## src/rtl/fetch_pkg.sv

```systemverilog
//------------------------------------------------------------------------------
// Module      : fetch_pkg
// Description : Shared widths, entry type and gating constant for the
//               instruction-fetch queue.
// Revision    : 1.0 - initial release
//------------------------------------------------------------------------------
`default_nettype none

package fetch_pkg;

  localparam int PC_WIDTH    = 64;
  localparam int INSTR_WIDTH = 32;

  typedef struct packed {
    logic [PC_WIDTH-1:0]    pc;
    logic [INSTR_WIDTH-1:0] instr;
  } fetch_entry_t;

  localparam logic [INSTR_WIDTH-1:0] NOP_INSTR = 32'h0;

endpackage

`default_nettype wire

```

## src/rtl/instr_queue_mem.sv

```systemverilog
//------------------------------------------------------------------------------
// Module      : instr_queue_mem
// Description : DEPTH-entry register array, one synchronous write port and
//               one combinational read port. Contents are never reset.
// Revision    : 1.0 - initial release
//------------------------------------------------------------------------------
`default_nettype none

module instr_queue_mem
  import fetch_pkg::*;
#(
  parameter int DEPTH = 4
) (
  input  logic                     clk,
  input  logic                     wr_en,
  input  logic [$clog2(DEPTH)-1:0] wr_addr,
  input  fetch_entry_t             wr_data,
  input  logic [$clog2(DEPTH)-1:0] rd_addr,
  output fetch_entry_t             rd_data
);

  fetch_entry_t r_mem [DEPTH];

  always_ff @(posedge clk) begin
    if (wr_en) begin
      r_mem[wr_addr] <= wr_data;
    end
  end

  assign rd_data = r_mem[rd_addr];

endmodule

`default_nettype wire

```

## src/rtl/instr_fetch_queue.sv

```systemverilog
//------------------------------------------------------------------------------
// Module      : instr_fetch_queue
// Description : Circular decoupling queue of {pc, instr} pairs between fetch
//               and decode, with single-cycle flush on a taken branch.
// Revision    : 1.0 - initial release
//------------------------------------------------------------------------------
`default_nettype none

module instr_fetch_queue
  import fetch_pkg::fetch_entry_t;
  import fetch_pkg::NOP_INSTR;
#(
  parameter int DEPTH       = 4,
  parameter int PC_WIDTH    = fetch_pkg::PC_WIDTH,
  parameter int INSTR_WIDTH = fetch_pkg::INSTR_WIDTH
) (
  input  logic                     clk,
  input  logic                     reset,
  input  logic                     in_valid,
  input  logic [PC_WIDTH-1:0]      in_pc,
  input  logic [INSTR_WIDTH-1:0]   in_instr,
  output logic                     in_ready,
  output logic                     out_valid,
  input  logic                     out_ready,
  output logic [PC_WIDTH-1:0]      out_pc,
  output logic [INSTR_WIDTH-1:0]   out_instr,
  input  logic                     flush,
  output logic [$clog2(DEPTH):0]   count
);

  localparam int c_ptr_w = $clog2(DEPTH);
  localparam int c_cnt_w = c_ptr_w + 1;

  localparam logic [c_cnt_w-1:0] c_full    = c_cnt_w'(DEPTH);
  localparam logic [c_cnt_w-1:0] c_cnt_one = c_cnt_w'(1);
  localparam logic [c_ptr_w-1:0] c_ptr_one = c_ptr_w'(1);

  logic [c_ptr_w-1:0] r_wr_ptr;
  logic [c_ptr_w-1:0] r_rd_ptr;
  logic [c_cnt_w-1:0] r_count;

  logic         w_push;
  logic         w_pop;
  fetch_entry_t w_wr_data;
  fetch_entry_t w_rd_data;

  // Full refuses a push even if decode pops the same cycle.
  assign in_ready  = (r_count != c_full);
  assign out_valid = (r_count != '0);
  assign w_push    = in_valid & in_ready & ~flush;
  assign w_pop     = out_valid & out_ready & ~flush;

  assign w_wr_data.pc    = in_pc;
  assign w_wr_data.instr = in_instr;

  instr_queue_mem #(
    .DEPTH (DEPTH)
  ) u_mem (
    .clk     (clk),
    .wr_en   (w_push),
    .wr_addr (r_wr_ptr),
    .wr_data (w_wr_data),
    .rd_addr (r_rd_ptr),
    .rd_data (w_rd_data)
  );

  always_ff @(posedge clk or negedge reset) begin
    if (!reset) begin
      r_wr_ptr <= '0;
      r_rd_ptr <= '0;
      r_count  <= '0;
    end else if (flush) begin
      r_wr_ptr <= '0;
      r_rd_ptr <= '0;
      r_count  <= '0;
    end else begin
      if (w_push) begin
        r_wr_ptr <= r_wr_ptr + c_ptr_one;
      end
      if (w_pop) begin
        r_rd_ptr <= r_rd_ptr + c_ptr_one;
      end
      case ({w_push, w_pop})
        2'b10:   r_count <= r_count + c_cnt_one;
        2'b01:   r_count <= r_count - c_cnt_one;
        default: r_count <= r_count;
      endcase
    end
  end

  // Stale storage is hidden whenever the queue is empty.
  assign out_pc    = out_valid ? w_rd_data.pc    : '0;
  assign out_instr = out_valid ? w_rd_data.instr : NOP_INSTR;
  assign count     = r_count;

endmodule

`default_nettype wire

```

## config.mk

```make
export PLATFORM = sky130hd
export DESIGN_NAME = instr_fetch_queue
export DESIGN_NICKNAME = d
export VERILOG_FILES = /design/src/rtl/fetch_pkg.sv /design/src/rtl/instr_queue_mem.sv /design/src/rtl/instr_fetch_queue.sv
export SDC_FILE = /design/constraint.sdc
export NUM_CORES = 1
export LEC_CHECK = 0
export CORE_MARGIN = 3
export CORE_UTILIZATION = 40
export DETAILED_ROUTE_END_ITERATION = 8
export MAX_ROUTING_LAYER = met4
export PLACE_DENSITY = 0.72
export SYNTH_ARGS = -nofsm -noshare
export SYNTH_HDL_FRONTEND = slang
export SYNTH_SLANG_ARGS = --single-unit
export TNS_END_PERCENT = 30
```

## constraint.sdc

```tcl
create_clock -name clk -period 4.59 [get_ports clk]
set_clock_uncertainty 0.2 [all_clocks]
set_input_delay 0.6885 -clock clk [delete_from_list [all_inputs] [get_ports clk]]
set_output_delay 0.6885 -clock clk [all_outputs]
set_load 0.02 [all_outputs]
```

# Yosys cells after proc, flatten, opt, wreduce, memory -nomap -nowiden
# Memories as Yosys holds them, arrays and structs flattened.
# Index checks and enable logic that the tools add are counted.
[totals]
regBits = 7
latchBits = 0
ram_bits = 384
mem_bits_ro = 0
inputBits = 101
word_cells = 30
n_memories = 1
[op_classes]
n_addsub = 4
mul = 0
div_mod_pow = 0
n_lt_le_gt_ge = 0
eq_ne = 3
n_shift = 0
muxes = 10
n_bitwise = 5
n_reduce_logical = 4
[memory_table]
columns = ["memory", "words", "width", "read_ports", "rd_clocked_by_memory_dff", "wr", "line_no", "rtl"]
rows = [
  ["u_mem.r_mem", 4, 96, 1, 0, 1, "instr_queue_mem.sv:22", "fetch_entry_t r_mem [DEPTH];"],
]
[op_table]
columns = ["op", "count"]
rows = [
  ["64-bit 2-to-1 mux", 1],
  ["32-bit 2-to-1 mux", 1],
  ["2-bit 2-to-1 mux", 4],
  ["3-bit one-hot mux with 2 select lines", 1],
  ["3-bit nonzero test", 2],
  ["2-bit by 1-bit adder with 2-bit output (second input constant)", 2],
  ["1-bit AND", 4],
  ["2-bit nonzero test", 2],
  ["3-bit by 1-bit adder with 3-bit output (second input constant)", 1],
  ["3-bit 2-to-1 mux", 1],
  ["3-bit inequality test (second input constant)", 1],
  ["3-bit by 1-bit subtractor with 3-bit output (second input constant)", 1],
  ["2-bit by 1-bit == test with 1-bit output (second input constant)", 1],
  ["2-bit == test (second input constant)", 1],
  ["1-bit 2-to-1 mux", 2],
  ["1-bit inverter", 1],
]

# Longest topological paths before layout
# Gate-level depths: netlist of run 1.
[depth]
ltp_word = 6
ltp_mapped = 7
mapped_depth_nobuf = 6

# Hierarchy
# From an unflattened synthesis of run 1, not the netlist that was laid out.
[hier_totals]
hier_cells = 670
hier_area_um2 = 15068.2
[modules_own_cells]
columns = ["module", "n_inst", "cells_each", "area_per_inst_um2", "seq_area_each_um2"]
rows = [
  ["instr_queue_mem", 1, 506, 13889.6, 11531.1],
  ["instr_fetch_queue", 1, 164, 1178.6, 175.2],
]

# Worst setup path before layout of run 1
# No wires, ideal clock.
[synth_timing]
kind = "input to register"
from = "input port flush"
to = "memory u_mem.r_mem[0][0] (netlist name), enable pin"
setup_time_ns = 0.466
arrival_time_ns = 3.472
slack_ns = 0.452
stages = 3
n_path_buf = 1
cell_sequence = "buf_1 > nor3_1 > and2_1"
[synth_between]
elab_chain_cells = 4
[synth_lines]
columns = ["element", "line_no", "rtl"]
rows = [
  ["start, declared", "instr_fetch_queue.sv:27", "input logic flush,"],
  ["1-bit inverter", "instr_fetch_queue.sv:50", "assign w_push = in_valid & in_ready & ~flush;"],
  ["1-bit AND", "instr_fetch_queue.sv:50", ""],
  ["1-bit 2-to-1 mux", "instr_queue_mem.sv:25", "if (wr_en) begin"],
  ["1-bit 2-to-1 mux (implied by the code)", "instr_queue_mem.sv:26", "r_mem[wr_addr] <= wr_data;"],
  ["end, declared", "instr_queue_mem.sv:22", ""],
]
# No other way between the ends.

# Final worst setup path of run 1
[layout_timing]
from = "register r_rd_ptr[0]"
to = "output port out_pc[18]"
[layout_between]
elab_chain_cells = 2
[layout_lines]
columns = ["element", "line_no", "rtl"]
rows = [
  ["start, declared", "instr_fetch_queue.sv:39", "logic [c_ptr_w-1:0] r_rd_ptr;"],
  ["start signal, assigned", "instr_fetch_queue.sv:81", "r_rd_ptr <= r_rd_ptr + c_ptr_one;"],
  ["memory read 4 x 96 bit", "-", ""],
  ["64-bit 2-to-1 mux", "instr_fetch_queue.sv:92", "assign out_pc = out_valid ? w_rd_data.pc : '0;"],
  ["end, declared", "instr_fetch_queue.sv:25", "output logic [PC_WIDTH-1:0] out_pc,"],
]
# No other way between the ends.

==> results of run 1 <==
## state kept, by name, indices dropped and copies added, names as in the netlist
| name | flops |
|---|---|
| u_mem.r_mem | 384 |
| r_rd_ptr | 2 |
| count | 3 |
| r_wr_ptr | 2 |
## worst register-to-register path, cell delays in order, from the launching register on
cell and delay [ns]:
dfrtp_1 0.61, nor3b_1 0.17, nor3_1 0.44, and2_4 0.54, buf_4 0.43
## cells in the mapped netlist, drive strengths merged, types with 2 or more instances
cell type  instances  share of area
clkbuf            14         0.0035
xor2               3         0.0017
dfrtp              7          0.012
ha                 4         0.0033
o21ai              2        0.00067
a21oi              3         0.0010
and2             100          0.042
nand3b             2         0.0010
mux4              96           0.14
buf               24          0.011
inv                5         0.0012
edfxtp           384           0.77
o311ai             2         0.0012
nor2               5         0.0012
a31oi              2        0.00083
nor3               2        0.00067
nand3              2        0.00067
## stage by stage
stage                     std cells  setup WS (ns)    util
after floorplan                 672         0.4523       -
after global routing           1434         0.4558  0.5187
after detailed placement       1356         0.9186  0.4817
after CTS                      1433         0.5481  0.5187
final                          1434         0.6500  0.5187
after global placement         1356          1.032  0.4817
## how the worst max path moves through the flow
stage                     slack (ns)                  to  depth (start not counted)        start
after detailed placement        0.92  u_mem.r_mem[0][20]                          5     in_valid
after global routing            0.46          out_pc[33]                          4  r_rd_ptr[0]
final                           0.65          out_pc[18]                          4  r_rd_ptr[0]
after CTS                       0.55          out_pc[18]                          4  r_rd_ptr[0]
after floorplan                 0.45   u_mem.r_mem[0][0]                          3        flush
after global placement          1.03  u_mem.r_mem[0][95]                          5     in_valid
## routing by layer
layer	vias to the layer above	wire, microns	share of wire	GRT usage
met5	-	0	0	-
met4	0	607	0.020	0.04342
met3	47	1638	0.054	0.02988
met2	212	14490	0.48	0.2420
met1	3773	13670	0.45	0.2248
li1	3206	-	-	-
## logic make-up after synthesis
family / share of synthesized area
adder cells (fa/ha/maj): 0.004658
XOR/XNOR: 0.001747
flip-flops: 0.7781
AO/OA/AOI/OAI: 0.007652
buffers and inverters: 0.01530
AND/OR/NAND/NOR: 0.04815
multiplexers: 0.1444
## power by group
part / switching, mW / internal (mW)
clock network: 1.33 / 1.95
logic: 0.912 / 0.961
registers: 0.0907 / 4.05
## area by class of cell
type	instances	area share
well taps	504	0.03297
inverters	5	0.0009812
repair buffers	218	0.1191
clock buffers	48	0.05724
clock inverters	29	0.01393
flip-flops and latches	391	0.6124
multi-input cells	238	0.1633
diodes	1	0.0001308
==> out/results.tsv, run 1 <==
stage	metric	value	unit
sta	min_period	3.940	ns
clocking	hold_buffers	0	
power	power	9.284	mW
drt	wl	30410	microns
clocking	ctsResizeCount	0	
sta	relSlewSlack	0.4567	
critical_path	path_delay_family	buffers and inverters	
sta	rsz0062_at_grt	false	
clocking	htree_levels	2	
floorplanning	dieArea	0.03997	sq mm
drt	detail-route-antenna-nets	0	
clocking	cts_setup_buffers	0	
final_layout	syn2layout_area_growth	27.14	%
sta	setup_violations	0	
clocking	clk_pin_slew	0.06	ns
final_layout	multiInputGateArea	0.003123	sq mm
power	p_leak	6.027	nW
sta	max_freq	253.8	MHz
synth	post_synth_inst_count	672	
drt	viasPerCell	5.047	
final_layout	mostFrequentLayoutCells	edfxtp_1 (384), clkdlybuf4s50_1 (201), mux4_2 (96), and2_1 (96), clkbuf_16 (43)	
critical_path	start_kind	flop	
final_layout	drive_gt1_frac	0.1959	
drt	dr.first_iter.drc_count	369	
final_layout	nets	1002	
sta	timing.final.crit_share	0.8584	
final_layout	regArea	0.01171	sq mm
critical_path	r2r_slack	1.86	ns
synth	synth_edf_count	384	
critical_path	crit_path_max_incr_delay	0.80	ns
placement	globalplace.congestion	0.7591	
critical_path	reg2reg_to	u_mem.r_mem[0][40]	
critical_path	cp-end-kind	output pin	
global_route	overflow	0	
power	powerDensity	485.4	mW/mm^2
critical_path	path_class	reg2out	
critical_path	crit_slowest_cell	dfrtp_4	
synth	synth.yosys.seq_area_share	0.7781	
critical_path	required	3.70	ns
final_layout	fin_area	0.01913	sq mm
placement	place_area	0.01776	sq mm
synth	synth_area	0.01504	sq mm
synth	ys_types	35	
synth	ys_async_sr_fraction	0.01790	
clocking	cts_buffers	42	
synth	ys_ff_latch	391	
placement	portBuffers	201	
power	vdd_drop_max	0.0003840	V
floorplanning	fp.dieH	199.9	microns
floorplanning	row_count	70	
drt	drtPass1Iterations	4	
drt	dr_total_vias	7238	
global_route	grt_max_degree	60	
clocking	clock-sinks	391	
sta	fin_hold_ws	0.2369	ns
floorplanning	start_util	0.4080	
drt	wl_per_cell	21.21	microns
sta	drv_slew	0	
global_route	antenna_found_initial	1	
job	maxCapViolations	0	
floorplanning	coreArea	0.03687	sq mm
floorplanning	die_x	199.9	microns
clocking	cts_tree	yes	
synth	ys.flop_type	edfxtp_1	
floorplanning	boundaryPins	202	
global_route	grt_pass1_wl	46450	microns
synth	synthesis.nets	778	
global_route	track_usage	0.1594	
sta	worst_slew_pin_slew	0.8149	ns
sta	fin_setup_tns	0	ns
critical_path	r2r_start	count[0]	
min_path	hold_path.class	in2async	
drt	drc	0	
critical_path	crit_fanout	26	
critical_path	reg2reg_depth	4	
placement	place.detailed.hpwl	18490	microns
critical_path	critical_path_buf_inv_count	2	
clocking	clockBufferDepth	3	
global_route	grt_pass1_vias	7700	
synth	avgSynthCellArea	22.39	sq um
status	status	complete, no violations	
critical_path	crit_arrival	3.05	ns
final_layout	final_common_cell	edfxtp_1	
clocking	clock_latency	0.52	ns
synth	yosysWarnings	0	
sta	hold_viol_final	0	
clocking	cts_root_buf	clkbuf_16	
final_layout	nFillCells	2888	
critical_path	crit_chain	buf_4 > mux4_2 > and2_1 > clkdlybuf4s50_1	
Power figures use the tool's default switching activity.
==> run 2: changes to the inputs <==
--- a/config.mk
+++ b/config.mk
@@ -5,6 +5,7 @@
 export SDC_FILE = /design/constraint.sdc
 export NUM_CORES = 1
 export LEC_CHECK = 0
+export CORE_ASPECT_RATIO = 0.8
 export CORE_MARGIN = 3
 export CORE_UTILIZATION = 40
 export DETAILED_ROUTE_END_ITERATION = 8
==> run 2 against run 1 <==
Design area decreased by 0.96%. Critical endpoint is now out_pc[37]. Sequential share of layout area increased by 0.59 points. Critical path type unchanged. First-iteration DRC count increased by 24%. Non-clock buffer count decreased by 2. Highest routed layer unchanged. Cell count decreased by 2.2%.
==> out/results.tsv, run 2 (synthesis results as in run 1) <==
stage	metric	value	unit
status	status	complete, no violations	
clocking	clock-sinks	391	
final_layout	nets	997	
critical_path	r2r_start	count[0]	
sta	max_freq	251.8	MHz
global_route	grt_max_degree	61	
critical_path	r2r_slack	1.91	ns
critical_path	crit_arrival	3.08	ns
global_route	antenna_found_initial	4	
floorplanning	dieArea	0.03999	sq mm
floorplanning	die_x	222.8	microns
critical_path	cp-end-kind	output pin	
final_layout	regArea	0.01171	sq mm
placement	globalplace.congestion	0.7270	
clocking	cts_root_buf	clkbuf_16	
sta	worst_slew_pin_slew	0.8351	ns
clocking	clockBufferDepth	3	
critical_path	reg2reg_to	u_mem.r_mem[3][22]	
power	p_leak	5.949	nW
sta	fin_hold_ws	0.2478	ns
placement	portBuffers	201	
final_layout	nFillCells	2900	
global_route	grt_pass1_vias	7842	
final_layout	syn2layout_area_growth	25.92	%
placement	place_area	0.01769	sq mm
placement	place.detailed.hpwl	17810	microns
drt	detail-route-antenna-nets	0	
sta	relSlewSlack	0.4432	
global_route	track_usage	0.1542	
final_layout	largest_reg_flops	384	
clocking	cts_buffers	39	
drt	drc	0	
floorplanning	row_count	62	
critical_path	reg2reg_depth	4	
clocking	hold_buffers	0	
floorplanning	boundaryPins	202	
final_layout	final_common_cell	edfxtp_1	
final_layout	fin_util	0.5196	
clocking	cts_setup_buffers	0	
global_route	overflow	0	
drt	wl	29780	microns
power	vdd_drop_max	0.0004021	V
drt	dr.first_iter.drc_count	458	
critical_path	crit_fanout	56	
floorplanning	fp.dieH	179.5	microns
final_layout	regMostFlops	u_mem.r_mem	
job	maxCapViolations	0	
clocking	htree_levels	2	
floorplanning	start_util	0.4126	
global_route	grt_pass1_wl	46620	microns
sta	rsz0062_at_grt	false	
critical_path	start_kind	flop	
power	powerDensity	480.3	mW/mm^2
sta	hold_viol_final	0	
drt	dr_total_vias	7172	
drt	wl_per_cell	21.24	microns
final_layout	drive_gt1_frac	0.1874	
final_layout	multiInputGateArea	0.003119	sq mm
min_path	hold_path.class	in2async	
floorplanning	coreArea	0.03646	sq mm
sta	fin_setup_tns	0	ns
sta	timing.final.crit_share	0.8653	
critical_path	required	3.70	ns
power	power	9.099	mW
drt	drtPass1Iterations	4	
final_layout	fin_area	0.01894	sq mm
drt	viasPerCell	5.116	
sta	min_period	3.972	ns
sta	setup_violations	0	
critical_path	path_class	reg2out	
clocking	ctsResizeCount	0	
clocking	cts_tree	yes	
clocking	clock_latency	0.53	ns
sta	drv_slew	0	
final_layout	mostFrequentLayoutCells	edfxtp_1 (384), clkdlybuf4s50_1 (201), mux4_2 (96), and2_1 (96), clkbuf_16 (39)	
clocking	clk_pin_slew	0.05	ns
run 2: cell count changes in the layout (fill, tap and decap cells not counted), sizes merged:
cell,previous run,this run
buf,17,15
bufinv,4,5
clkbuf,48,44
clkinv,22,15
diode,1,4
inv,7,8
run 2: through the flow:
| step | worst slack (ns) | instances |
|---|---|---|
| 2_1_floorplan | 0.4523 | 672 |
| 3_3_place_gp | 1.095 | 1330 |
| 3_5_place_dp | 1.008 | 1330 |
| 4_1_cts | 0.5439 | 1398 |
| 5_1_grt | 0.4366 | 1402 |
| 6_report | 0.6182 | 1402 |
run 2: worst max-delay path by stage:
| stage | from | end | slack (ns) | cells after the start |
|---|---|---|---|---|
| finish | count[0] | out_pc[37] | 0.62 | 4 |
| global route | count[0] | out_pc[22] | 0.44 | 4 |
| CTS | count[0] | out_pc[30] | 0.54 | 4 |
| detailed placement | in_valid | u_mem.r_mem[3][46] | 1.01 | 5 |
| global placement | in_valid | u_mem.r_mem[3][19] | 1.10 | 5 |
| floorplan | flush | u_mem.r_mem[0][0] | 0.45 | 3 |
run 2: worst max-delay path: stages, from the launching register on:
cell and delay (ns):
dfrtp_1 0.54, or3_2 0.90, buf_12 0.32, and2_1 0.19, clkdlybuf4s50_1 0.55
run 2: area by class of cell:
cell class              instances  area share
repair buffers                216      0.1181
well taps                     480     0.03170
diodes                          4   0.0005284
clock inverters                24     0.01314
multi-input cells             238      0.1647
clock buffers                  44     0.05251
inverters                       5   0.0009908
flip-flops and latches        391      0.6184
run 2: where the power goes:
group          switching (mW)  internal (mW)
registers              0.0637           4.05
clock network            1.27           1.84
logic                   0.920          0.956
total                    2.26           6.84
run 2: layer usage:
| metal | track usage | vias up | wire (microns) |
|---|---|---|---|
| met1 | 0.2105 | 3738 | 13200 |
| li1 | - | 3192 | - |
| met2 | 0.2413 | 204 | 14460 |
| met5 | - | - | 0 |
| met4 | 0.03254 | 0 | 391 |
| met3 | 0.03490 | 38 | 1721 |
